[config.mk]
export PLATFORM = sky130hd
export DESIGN_NAME = btn_input_fifo
export DESIGN_NICKNAME = d
export VERILOG_FILES = /design/src/rtl/btn_input_fifo_pkg.sv /design/src/rtl/btn_input_fifo_debouncer.sv /design/src/rtl/btn_input_fifo.sv
export SDC_FILE = /design/constraint.sdc
export NUM_CORES = 1
export LEC_CHECK = 0
export ABC_CLOCK_PERIOD_IN_PS = 4500
export BUFFER_PORTS_ARGS = -buffer_cell sky130_fd_sc_hd__buf_2
export CORE_MARGIN = 5
export CORE_UTILIZATION = 45
export CTS_CLUSTER_DIAMETER = 100
export DETAILED_ROUTE_END_ITERATION = 12
export PLACE_DENSITY = 0.66
export SYNTH_ARGS = -nofsm -noshare
export SYNTH_HDL_FRONTEND = slang
export SYNTH_HIERARCHICAL = 1
export SYNTH_SLANG_ARGS = --single-unit
[constraint.sdc]
create_clock -name clk -period 4.5 [get_ports clk]
set_input_delay 0.9 -clock clk [delete_from_list [all_inputs] [get_ports clk]]
set_output_delay 0.9 -clock clk [all_outputs]
set_load 0.02 [all_outputs]
[src/rtl/btn_input_fifo_pkg.sv]
// Shared constants for the button-driven input FIFO.
// Defaults here are also used by the top-level board wiring.
package btn_input_fifo_pkg;

  localparam int DEF_DATA_WIDTH = 16;
  localparam int DEF_SW_WIDTH   = 4;
  localparam int DEF_DEPTH      = 4;
  localparam int DEF_DEBOUNCE   = 4;

  function automatic int cnt_bits(input int n);
    return (n <= 2) ? 1 : $clog2(n);
  endfunction

endpackage

[src/rtl/btn_input_fifo_debouncer.sv]
// Two-flop synchronizer, stability counter and
// rising-edge pulse for one raw button.
module btn_input_fifo_debouncer
  import btn_input_fifo_pkg::*;
#(
  parameter int DEBOUNCE = DEF_DEBOUNCE
) (
  input  logic clk,
  input  logic rst,
  input  logic raw,
  output logic evt
);

  localparam int CW = cnt_bits(DEBOUNCE);

  logic [1:0]    sync_q;
  logic          sync_in;
  logic          level;
  logic [CW-1:0] cnt;

  assign sync_in = sync_q[1];

  always_ff @(posedge clk or posedge rst) begin
    if (rst) begin
      sync_q <= '0;
      level  <= 1'b0;
      cnt    <= '0;
      evt    <= 1'b0;
    end else begin
      sync_q <= {sync_q[0], raw};
      evt    <= 1'b0;
      if (sync_in == level) begin
        cnt <= '0;
      end else if (cnt == CW'(DEBOUNCE - 1)) begin
        // Level accepted; pulse only on the press.
        level <= sync_in;
        cnt   <= '0;
        evt   <= sync_in;
      end else begin
        cnt <= cnt + 1'b1;
      end
    end
  end

endmodule

[src/rtl/btn_input_fifo.sv]
// Debounced push button snapshots the switches into a
// small FIFO popped by the CPU; a second button flushes it.
module btn_input_fifo
  import btn_input_fifo_pkg::*;
#(
  parameter int DATA_WIDTH = DEF_DATA_WIDTH,
  parameter int SW_WIDTH   = DEF_SW_WIDTH,
  parameter int DEPTH      = DEF_DEPTH,
  parameter int DEBOUNCE   = DEF_DEBOUNCE
) (
  input  logic                       clk,
  input  logic                       rst,
  input  logic                       btn_push,
  input  logic                       btn_clear,
  input  logic [SW_WIDTH-1:0]        sw,
  input  logic                       rd_req,
  output logic [DATA_WIDTH-1:0]      rd_data,
  output logic                       rd_valid,
  output logic                       empty,
  output logic                       full,
  output logic [$clog2(DEPTH+1)-1:0] count,
  output logic                       overflow
);

  localparam int PW = cnt_bits(DEPTH);
  localparam int CW = $clog2(DEPTH + 1);

  logic                  push_evt;
  logic                  clr_evt;
  logic [SW_WIDTH-1:0]   sw_s1;
  logic [SW_WIDTH-1:0]   sw_sync;
  logic [PW-1:0]         wp;
  logic [PW-1:0]         rp;
  logic [DATA_WIDTH-1:0] mem [DEPTH];
  logic                  pop;
  logic                  push_ok;
  logic                  push_drop;

  btn_input_fifo_debouncer #(.DEBOUNCE(DEBOUNCE)) u_push_db (
    .clk (clk),
    .rst (rst),
    .raw (btn_push),
    .evt (push_evt)
  );

  btn_input_fifo_debouncer #(.DEBOUNCE(DEBOUNCE)) u_clear_db (
    .clk (clk),
    .rst (rst),
    .raw (btn_clear),
    .evt (clr_evt)
  );

  assign empty = (count == '0);
  assign full  = (count == CW'(DEPTH));

  // Clear wins; a pop frees a slot for a push in the same cycle.
  always_comb begin
    pop       = 1'b0;
    push_ok   = 1'b0;
    push_drop = 1'b0;
    if (!clr_evt) begin
      pop       = rd_req && !empty;
      push_ok   = push_evt && (!full || pop);
      push_drop = push_evt && !push_ok;
    end
  end

  always_ff @(posedge clk or posedge rst) begin
    if (rst) begin
      sw_s1   <= '0;
      sw_sync <= '0;
    end else begin
      sw_s1   <= sw;
      sw_sync <= sw_s1;
    end
  end

  always_ff @(posedge clk) begin
    if (push_ok) begin
      mem[wp] <= DATA_WIDTH'(sw_sync);
    end
  end

  always_ff @(posedge clk or posedge rst) begin
    if (rst) begin
      wp       <= '0;
      rp       <= '0;
      count    <= '0;
      overflow <= 1'b0;
      rd_valid <= 1'b0;
      rd_data  <= '0;
    end else if (clr_evt) begin
      wp       <= '0;
      rp       <= '0;
      count    <= '0;
      overflow <= 1'b0;
      rd_valid <= 1'b0;
    end else begin
      rd_valid <= pop;
      if (pop) begin
        rd_data <= mem[rp];
        rp      <= rp + 1'b1;
      end
      if (push_ok) begin
        wp <= wp + 1'b1;
      end
      if (push_drop) begin
        overflow <= 1'b1;
      end
      count <= count + CW'(push_ok) - CW'(pop);
    end
  end

endmodule

==> summary.md <==
| Metric | Value |
|---|---|
| Status | `complete, no violations` |
| Worst-path maximum fanout | `5` |
| FF+latch area | `1310 sq um` |
| Clk_lat worst skew | `0.29 ns` |
| Root Buffer | `clkbuf_8` |
| Detailed-placement wirelength estimate | `2160 microns` |
| Post-synth top cells | `dfrtp_1 (33), edfxtp_1 (16), buf_4 (12)` |
| Num CTS Buffers | `5` |
| Via density per instance | `4.73` |
| Vias | `969` |
| Worst-path clk slew | `0.08 ns` |
| Final WS setup | `1.75 ns` |
| Adder-cell share of the synthesized area | `0.0589` |
| Psw | `0.436 mW` |
| Post-synthesis sequential area ratio | `0.640` |
| Antenna violations before repair | `0` |
| Post-Synth XOR/XNOR Area | `0.0215` |
| Async S/R FF share, synth | `0.673` |
| Final instance area | `2240 sq um` |
| GR Overflow Total | `0` |
| Worst reg2reg path depth | `11` |
| Post-DR wirelength/cell | `14.0 microns` |
| Die area | `5980 sq um` |
| Post-synth cell types | `29` |
| Synthesis warning total | `10` |
| Detail Route Antenna Nets | `0` |
| FMAX | `364 MHz` |
| Placed Cells | `197` |
| Die Width | `77.3 microns` |
| Routability Congestion | `0.684` |
| Area grow syn2layout | `9.69%` |
| Area of the multi-input gates | `639 sq um` |
| Compound-gate portion of the synthesized area | `0.0172` |
| DRC viols | `0` |
| Post-CTS Hold Buffers | `0` |
| Shortest period the worst path allows | `2.75 ns` |
| Synth top area share | `0.405` |
| Sw Ratio | `0.329` |
| # clock sinks | `49` |
| Power Density | `592 nW/um^2` |
| Clk pwr share | `0.206` |
| First DRT Iteration DRCs | `35` |
| Area contributors post-synth | `dfrtp_1 (40%), edfxtp_1 (24%), ha_1 (4.9%)` |
| Post-Layout Cell Count | `205` |
| Final Cycle Share | `0.611` |
| CP Capture Type | `flop` |
| Syn_area_per_cell | `15.8 sq um` |
| Yosys reg bits | `49` |
| Primary FF master, synth | `dfrtp_1` |
| Global-route wire length before repair | `4840 microns` |
| Seq pwr share | `0.498` |
| Initial Util | `0.465` |
| Final setup viols | `0` |
| Routed WL | `2870 microns` |
| Total GRT Usage | `0.102` |
| Static Leak | `1.00 nW` |
| Maxcap violations | `0` |
| CORE AREA | `4380 sq um` |
| Max_slew headroom | `0.456` |
| EDFF count, synth | `16` |
| Comb pwr share | `0.296` |
| Post-Synth Simple-Gate Area | `0.0969` |
| Critical Path RT | `4.71 ns` |
| R2r setup slk | `1.88 ns` |
| Crit path kind | `primary input to flop` |
| Peak VDD IR | `246 uV` |
| Post-synth top area cell | `dfrtp_1` |
| R2r endpoint | `count[2]` |
| Worst r2r src | `count[1]` |
| Clk buf depth | `2` |
| Mux contribution to synthesized area | `0.0969` |
| Mapped Cells | `129` |
| Worst-margin pin slew | `0.814 ns` |
| Largest net degree at the start of global routing | `22` |
| Worst setup SP type | `primary input` |
| IO Count | `32` |
| Die Ht | `77.3 microns` |
| Layout Skew | `0.00551 ns` |
| Drt first pass iters | `3` |
| CTS-repair resized insts | `0` |
| Largest family of logic cells by synthesized area | `simple AND/OR/NAND/NOR gates` |
| Port buffer count | `19` |
| Final Hold Viols | `0` |
| # fillers | `363` |
| RSZ-0062 raised after global routing | `no` |
| Worst Hold Class | `flop to flop` |
| Synthesized area | `2040 sq um` |
| Vias in the first global route | `1,055` |
| Share of layout cells above drive strength 1 | `0.288` |
| Rows | `24` |
| CP startpoint | `rd_req` |
| Top-count cell post-synth | `dfrtp_1` |
| TritonCTS clock tree | `yes` |
| Worst EP arrival | `2.96 ns` |
| Nets | `170` |
| Post-CTS setup buffer count | `0` |
| Ant. Diodes | `0` |
| Setup TNS | `0 ns` |
| Post-DP Area | `2140 sq um` |
| Crit path to | `count[2]` |
| Pre-CTS setup slack | `1.44 ns` |
| Core Util, Final | `0.510` |
| H-tree levels | `2` |
| P_int | `0.889 mW` |
| Final Max Tran Viols | `0` |
[critical path, cell delays in order]
cell     delay, ns
buf_2         0.15
nor4b_4       0.07
nor3b_1       0.42
inv_1         0.09
ha_1          0.28
inv_1         0.05
ha_1          0.12
inv_1         0.05
fa_1          0.36
xor2_1        0.16
and2_1        0.17
nor3_1        0.13
[cell families after synthesis]
family	Yosys count
buf+inv	22
flops	49
fa+ha+maj	9
other cells	1
mux	12
simple gates	28
compound gates	3
xor+xnor	5
[state kept, by name, indices dropped and copies added (netlist names), 2 cells and up]
register,count
mem,16
rd_data,4
sw_s1,4
sw_sync,4
count,3
rp,2
u_clear_db/cnt,2
u_clear_db/sync_q,2
u_push_db/cnt,2
u_push_db/sync_q,2
wp,2
[per-stage QoR]
stage	hold slack (ns)	total power [mW]
final	0.353	1.33
after detailed placement	0.337	1.07
after global placement	0.333	1.04
after floorplan	0.331	0.976
after global routing	0.360	1.41
after CTS	0.356	1.35
[layer usage]
metal / vias to the layer above / part of all wire / GRT usage / routed length [microns]
met3: 6 / 0.063 / 0.0445 / 182
met2: 26 / 0.50 / 0.168 / 1430
met4: 0 / 0.016 / 0.0361 / 46
met1: 479 / 0.42 / 0.119 / 1210
met5: - / 0 / 0 / 0
li1: 458 / - / - / -
[layout by cell type (no fill, tap or decap), drive strengths merged]
master  synthesis  final
mux2i           1      1
mux2            7      7
o311ai          1      1
clkbuf          1      7
inv             8      8
nor3            4      4
buf            13     19
and3b           2      2
nor3b           2      2
and2            5      5
dfrtp          33     33
mux4            4      4
conb            1     12
nor2b           4      4
nor2            8      8
xnor2           2      2
nand2b          2      2
fa              1      1
a21oi           1      1
edfxtp         16     16
nor4b           1      1
o31ai           1      1
xor2            3      3
ha              8      8
clkinv          0      1
[worst min-delay path by stage]
stage | from | endpoint | slack [ns] | cells past startpoint
final | sw_s1[0] | sw_sync[0] | 0.35 | 0
after floorplan | sw_s1[0] | sw_sync[0] | 0.33 | 0
after global routing | sw_s1[0] | sw_sync[0] | 0.36 | 0
after CTS | sw_s1[0] | sw_sync[0] | 0.36 | 0
after detailed placement | sw_s1[0] | sw_sync[0] | 0.34 | 0
after global placement | sw_s1[2] | sw_sync[2] | 0.33 | 0
[final cells by class]
class | instances | share of cell area
Clock buffer | 7 | 0.0431
Tap cell | 52 | 0.0291
Clock inverter | 1 | 0.00224
Sequential cell | 49 | 0.584
Multi-Input combinational cell | 69 | 0.286
Inverter | 8 | 0.0134
Timing Repair Buffer | 19 | 0.0425
[power groups by stage]
stage                     registers, mW  clock network [mW]  logic, mW
after global routing              0.679               0.296      0.439
after CTS                         0.663               0.283      0.401
after floorplan                   0.684                   0      0.291
final                             0.660               0.273      0.392
after detailed placement          0.672                   0      0.399
after global placement            0.662                   0      0.383
Note: power is estimated with default switching activity, not from simulation.
